### src/rtl/fetch_pkg.sv
// rtl/fetch_pkg.sv - shared widths, FIFO entry type and FSM states for the fetch stage
package fetch_pkg;

    localparam int FETCH_DATA_WIDTH = 16;
    localparam int FETCH_ADDR_WIDTH = 16;

    typedef struct packed {
        logic [FETCH_DATA_WIDTH-1:0] instr;
        logic [FETCH_ADDR_WIDTH-1:0] pc;
    } fetch_entry_t;

    typedef enum logic {
        RUN  = 1'b0,
        HOLD = 1'b1
    } fetch_state_t;

endpackage

### src/rtl/fetch_fifo.sv
// rtl/fetch_fifo.sv - synchronous FIFO of tagged instruction words with flush
module fetch_fifo
    import fetch_pkg::*;
#(
    parameter int DEPTH = 4,
    parameter int CW    = $clog2(DEPTH) + 1
) (
    input  logic         clk,
    input  logic         rst,
    input  logic         push_i,
    input  fetch_entry_t push_data_i,
    input  logic         pop_i,
    input  logic         flush_i,
    output logic         full_o,
    output logic         empty_o,
    output logic [CW-1:0] count_o,
    output fetch_entry_t head_o
);

    localparam int PW = $clog2(DEPTH);

    fetch_entry_t   mem_q [DEPTH];
    logic [PW-1:0]  wr_ptr_q;
    logic [PW-1:0]  rd_ptr_q;
    logic [CW-1:0]  count_q;
    logic           do_push;
    logic           do_pop;

    assign full_o  = (count_q == CW'(DEPTH));
    assign empty_o = (count_q == '0);
    assign count_o = count_q;
    assign do_pop  = pop_i && !empty_o;
    // A push into a full FIFO is only legal when the head leaves in the same cycle.
    assign do_push = push_i && (!full_o || do_pop) && !flush_i;
    assign head_o  = empty_o ? '0 : mem_q[rd_ptr_q];

    always_ff @(posedge clk) begin
        if (do_push) begin
            mem_q[wr_ptr_q] <= push_data_i;
        end
    end

    always_ff @(posedge clk or posedge rst) begin
        if (rst) begin
            wr_ptr_q <= '0;
            rd_ptr_q <= '0;
            count_q  <= '0;
        end else if (flush_i) begin
            wr_ptr_q <= '0;
            rd_ptr_q <= '0;
            count_q  <= '0;
        end else begin
            if (do_push) begin
                wr_ptr_q <= wr_ptr_q + 1'b1;
            end
            if (do_pop) begin
                rd_ptr_q <= rd_ptr_q + 1'b1;
            end
            if (do_push && !do_pop) begin
                count_q <= count_q + 1'b1;
            end else if (do_pop && !do_push) begin
                count_q <= count_q - 1'b1;
            end
        end
    end

endmodule

### src/rtl/instruction_fetch.sv
// rtl/instruction_fetch.sv - fetch stage: ROM addressing, word tagging, buffering and PC redirect
module instruction_fetch
    import fetch_pkg::*;
#(
    parameter int DEPTH      = 4,
    parameter int DATA_WIDTH = FETCH_DATA_WIDTH,
    parameter int ADDR_WIDTH = FETCH_ADDR_WIDTH
) (
    input  logic                  Clock,
    input  logic                  Reset,
    input  logic [ADDR_WIDTH-1:0] CounterValue,
    output logic [ADDR_WIDTH-1:0] MemAddr,
    input  logic [DATA_WIDTH-1:0] MemData,
    output logic [DATA_WIDTH-1:0] Instr,
    output logic [ADDR_WIDTH-1:0] InstrPc,
    output logic                  InstrValid,
    input  logic                  InstrReady,
    input  logic                  BranchValid,
    input  logic [ADDR_WIDTH-1:0] BranchTarget,
    output logic [ADDR_WIDTH-1:0] LoadValue,
    output logic                  LoadEnable
);

    localparam int CW = $clog2(DEPTH) + 1;

    fetch_state_t          state_q;
    logic                  pend_valid_q;
    logic [ADDR_WIDTH-1:0] pend_pc_q;
    logic [ADDR_WIDTH-1:0] replay_pc_q;

    fetch_entry_t          push_entry;
    fetch_entry_t          head;
    logic                  fifo_full;
    logic                  fifo_empty;
    logic [CW-1:0]         fifo_count;
    logic                  pop;
    logic                  push_try;
    logic                  overflow;
    logic                  push;
    logic                  has_room;

    assign MemAddr    = CounterValue;
    assign InstrValid = !fifo_empty;
    assign Instr      = head.instr;
    assign InstrPc    = head.pc;

    assign pop        = InstrValid && InstrReady;
    assign push_try   = pend_valid_q && !BranchValid;
    assign overflow   = (state_q == RUN) && push_try && fifo_full && !pop;
    assign push       = push_try && !overflow;
    assign has_room   = (fifo_count < CW'(DEPTH));
    assign push_entry = '{instr: MemData, pc: pend_pc_q};

    fetch_fifo #(
        .DEPTH (DEPTH),
        .CW    (CW)
    ) u_fifo (
        .clk         (Clock),
        .rst         (Reset),
        .push_i      (push),
        .push_data_i (push_entry),
        .pop_i       (pop),
        .flush_i     (BranchValid),
        .full_o      (fifo_full),
        .empty_o     (fifo_empty),
        .count_o     (fifo_count),
        .head_o      (head)
    );

    // The PC free-runs, so every stall or redirect must be applied through its load port this cycle.
    always_comb begin
        LoadEnable = 1'b0;
        LoadValue  = '0;
        if (BranchValid) begin
            LoadEnable = 1'b1;
            LoadValue  = BranchTarget;
        end else if (overflow) begin
            LoadEnable = 1'b1;
            LoadValue  = pend_pc_q;
        end else if ((state_q == HOLD) && fifo_full) begin
            LoadEnable = 1'b1;
            LoadValue  = replay_pc_q;
        end
    end

    always_ff @(posedge Clock or posedge Reset) begin
        if (Reset) begin
            state_q      <= RUN;
            pend_valid_q <= 1'b0;
            pend_pc_q    <= '0;
            replay_pc_q  <= '0;
        end else if (BranchValid) begin
            state_q      <= RUN;
            pend_valid_q <= 1'b0;
        end else begin
            case (state_q)
                RUN: begin
                    if (overflow) begin
                        replay_pc_q  <= pend_pc_q;
                        pend_valid_q <= 1'b0;
                        state_q      <= HOLD;
                    end else begin
                        pend_valid_q <= 1'b1;
                        pend_pc_q    <= CounterValue;
                    end
                end
                HOLD: begin
                    if (has_room) begin
                        pend_valid_q <= 1'b1;
                        pend_pc_q    <= CounterValue;
                        state_q      <= RUN;
                    end else begin
                        pend_valid_q <= 1'b0;
                    end
                end
                default: begin
                    state_q      <= RUN;
                    pend_valid_q <= 1'b0;
                end
            endcase
        end
    end

endmodule

### config.mk
export PLATFORM = sky130hd
export DESIGN_NAME = instruction_fetch
export DESIGN_NICKNAME = d
export VERILOG_FILES = /design/src/rtl/fetch_pkg.sv /design/src/rtl/fetch_fifo.sv /design/src/rtl/instruction_fetch.sv
export SDC_FILE = /design/constraint.sdc
export NUM_CORES = 1
export LEC_CHECK = 0
export ABC_CLOCK_PERIOD_IN_PS = 4480
export BUFFER_PORTS_ARGS = -buffer_cell sky130_fd_sc_hd__buf_4
export CORE_ASPECT_RATIO = 1.1
export CORE_MARGIN = 4
export CORE_UTILIZATION = 40
export DETAILED_ROUTE_END_ITERATION = 8
export GPL_TIMING_DRIVEN = 0
export SLEW_MARGIN = 15
export SYNTH_ARGS = -nofsm -noshare
export SYNTH_HDL_FRONTEND = slang
export SYNTH_HIERARCHICAL = 1
export SYNTH_SLANG_ARGS = --single-unit
### constraint.sdc
create_clock -name Clock -period 4.48 [get_ports Clock]
set_input_delay 0.672 -clock Clock [delete_from_list [all_inputs] [get_ports Clock]]
set_output_delay 0.672 -clock Clock [all_outputs]
set_load 0.01 [all_outputs]
==> flow_summary_export.csv <==
group,metric,value,unit
status,outcome,"finished, final reports clean",
critical_path,path_class,"reg -> out",
place,dp.final_hpwl,10.3,mm
floorplan,ios,118,
clock_network,cts_setup_buffers,0,
synthesis,async_flop_share,24.3,%
route,wl,14.8,mm
synthesis,synth.most_common_cell,"edfxtp_1",
sta,timing_hold_violations_final,0,
cells_and_area,fin_util,51.5,%
route,drc,0,
synthesis,ys_seq_area_share,67.6,%
floorplan,fp.dieH,149,µm
power_and_ir_drop,power_density,474,nW/µm²
global_route,first_global_vias,4252,
power_and_ir_drop,vdd_drop_max,0.317,mV
clock_network,cts.clk_slew.worst_paths,0.06,ns
route,detailroute.via_count,3863,
floorplan,dieArea,20200,µm²
synthesis,synth_top_cell_by_area,"edfxtp_1",
route,drtPass1Iterations,4,
synthesis,synth_edf_count,128,
sta,final.min_clock_period,4.07,ns
cells_and_area,multi_input_area,2040,µm²
flow_run,drv_cap,0,
critical_path,required,3.81,ns
clock_network,cts_resized,0,
clock_network,cts_hold_buf,0,
clock_network,cts_tree,"built",
sta,skew,0.00564,ns
route,wl_per_cell,18.7,µm
sta,rsz0062_at_grt,"false",
synthesis,ys_warn_count,6,
synthesis,ys_top_cells_by_area,"edfxtp_1 (53%), dfrtp_1 (14%), mux4_2 (10%)",
sta,relSlewSlack,51.0,%
cells_and_area,drive_gt1_share,46.1,%
route,postRouteAntennaNets,0,
cells_and_area,antennaDiodeCount,0,
cells_and_area,area_growth,26.4,%
cells_and_area,fillers,1481,
sta,fmax,246,MHz
critical_path,regToRegSetupSlack,0.94,ns
cells_and_area,seq_area,4870,µm²
synthesis,yosysTopAreaCellShare,53.4,%
critical_path,start_kind,"register",
clock_network,cts_root_buf,"clkbuf_16",
cells_and_area,layout.nets,597,
power_and_ir_drop,leakagePower,0.00348,µW
synthesis,synthesis.nets,457,
critical_path,endpoint_kind,"output pin",
place,numPortBuffers,117,
floorplan,num_rows,51,
synthesis,synth_ff_type,"edfxtp_1",
floorplan,start_util,40.7,%
place,gp_congestion,0.743,
critical_path,worst-path-max-fanout,11,
synthesis,synthTopCellsByCount,"edfxtp_1 (128), dfrtp_1 (41), nor2b_1 (33), mux4_2 (32), mux2_2 (25)",
clock_network,cts_buffer_depth,2,
global_route,grt_pass1_wl,23.2,mm
floorplan,core,17700,µm²
sta,slew_viol_final,0,
synthesis,syn_avg_cell_area,18.0,µm²
global_route,grt_max_degree,35,
synthesis,postSynthCellCount,400,
sta,worst_slew_pin_slew,0.734,ns
sta,post-route-period-util,90.8,%
place,placed_area,8490,µm²
sta,setup_viol,0,
synthesis,syn_area,7200,µm²
sta,finalSetupTns,0,ns
clock_network,cts_sinks,169,
floorplan,die_w,136,µm
global_route,antenna_found_initial,0,
global_route,overflow,0,
route,drt_iter0_markers,238,
synthesis,ys_types,42,
route,avgViaCountPerCell,4.88,
cells_and_area,fin_area,9100,µm²
critical_path,crit_arrival,3.40,ns
hold_path,hp-class,"in -> async",
clock_network,cts-buffers-inserted,17,
clock_network,htree_levels,4,
global_route,track_usage,15.5,%
synthesis,ys_seq_elements,169,
clock_network,worstSkewPairLatency,0.42,ns
cells in the final DEF, fill, tap and decap left out, types with 2 or more instances in the layout:
cell and n:
mux2_2 25, nor2b_1 33, a221o_1 16, buf_6 5, and2_2 4, nor2_1 12, nand3_1 2, ha_1 4
bufinv_16 4, dfrtp_1 41, and2_1 18, edfxtp_1 128, mux4_2 32, nand2b_1 4, inv_6 2, clkinv_1 5
inv_1 9, xor2_1 2, buf_2 6, clkbuf_16 17, clkbuf_1 8, mux2_4 9, buf_4 134, buf_16 4
a21oi_1 2
layer usage:
| metal | vias up | wire length [µm] | global-route usage (%) |
|---|---|---|---|
| li1 | 1806 | - | - |
| met2 | 101 | 7600 | 26.3 |
| met3 | 14 | 661 | 3.92 |
| met1 | 1942 | 6280 | 19.4 |
| met5 | - | 0 | 0 |
| met4 | 0 | 206 | 5.14 |
flip-flops by register name (all words and copies together) (netlist names):
name / count
u_fifo/wr_ptr_q: 2
u_fifo/rd_ptr_q: 2
replay_pc_q: 16
pend_pc_q: 16
pend_valid_q: 1
u_fifo/mem_q: 128
state_q: 1
u_fifo/count_o: 3
through the flow:
step           hold slack (ns)  std cells  worst slack (ns)  total power (µW)
2_1_floorplan            0.459        400              1.53              2450
3_3_place_gp             0.478        755             0.383              2830
3_5_place_dp             0.486        759             0.759              2870
4_1_cts                  0.203        791             0.287              4370
5_1_grt                  0.229        791             0.122              4520
6_report                 0.216        791             0.411              4310
worst max-delay path: stages (launching register included):
cell	delay, ns
dfrtp_1	0.38
buf_2	0.18
nor3_2	0.40
clkbuf_1	0.54
nand2b_4	0.30
inv_1	0.16
nor3b_4	0.36
buf_2	0.33
a221o_1	0.21
buf_4	0.12
path summary, 6_finish.rpt:
path	startpoint	to	cells after the start
min in group Clock	MemData[12]	u_fifo/mem_q[2][28]	1
setup / recovery	u_fifo/count_o[2]	LoadValue[15]	9
hold reg to reg	replay_pc_q[5]	replay_pc_q[5]	1
max in group asynchronous	Reset	replay_pc_q[5]	2
setup reg to reg	u_fifo/count_o[2]	u_fifo/count_o[2]	12
hold / removal	Reset	u_fifo/wr_ptr_q[0]	2
cell families (layout without fill, tap and decap cells):
| logic type | after synthesis | count (layout) | synth area share, % |
|---|---|---|---|
| adder cells (fa/ha/maj) | 5 | 5 | 0.973 |
| AO/OA/AOI/OAI | 28 | 28 | 3.79 |
| multiplexers | 68 | 68 | 16.1 |
| XOR/XNOR | 3 | 3 | 0.365 |
| buffers and inverters | 46 | 199 | 4.07 |
| flip-flops | 169 | 169 | 67.6 |
| AND/OR/NAND/NOR | 81 | 81 | 7.07 |
where the power goes:
part | switching (µW) | leakage, µW | internal [µW]
logic | 432 | 0.00151 | 455
registers | 96.5 | 0.00168 | 1830
clock network | 574 | 0.000292 | 926
total | 1100 | 0.00348 | 3210
area by class of cell:
cell class,count,share of cell area (%)
clock buffers,18,4.72
clock inverters,14,1.95
multi-input cells,185,22.4
repair buffers,121,10.9
plain buffers,36,2.81
well taps,238,3.27
flip-flops and latches,169,53.5
inverters,10,0.413
Note: power is estimated with default switching activity, not from simulation.
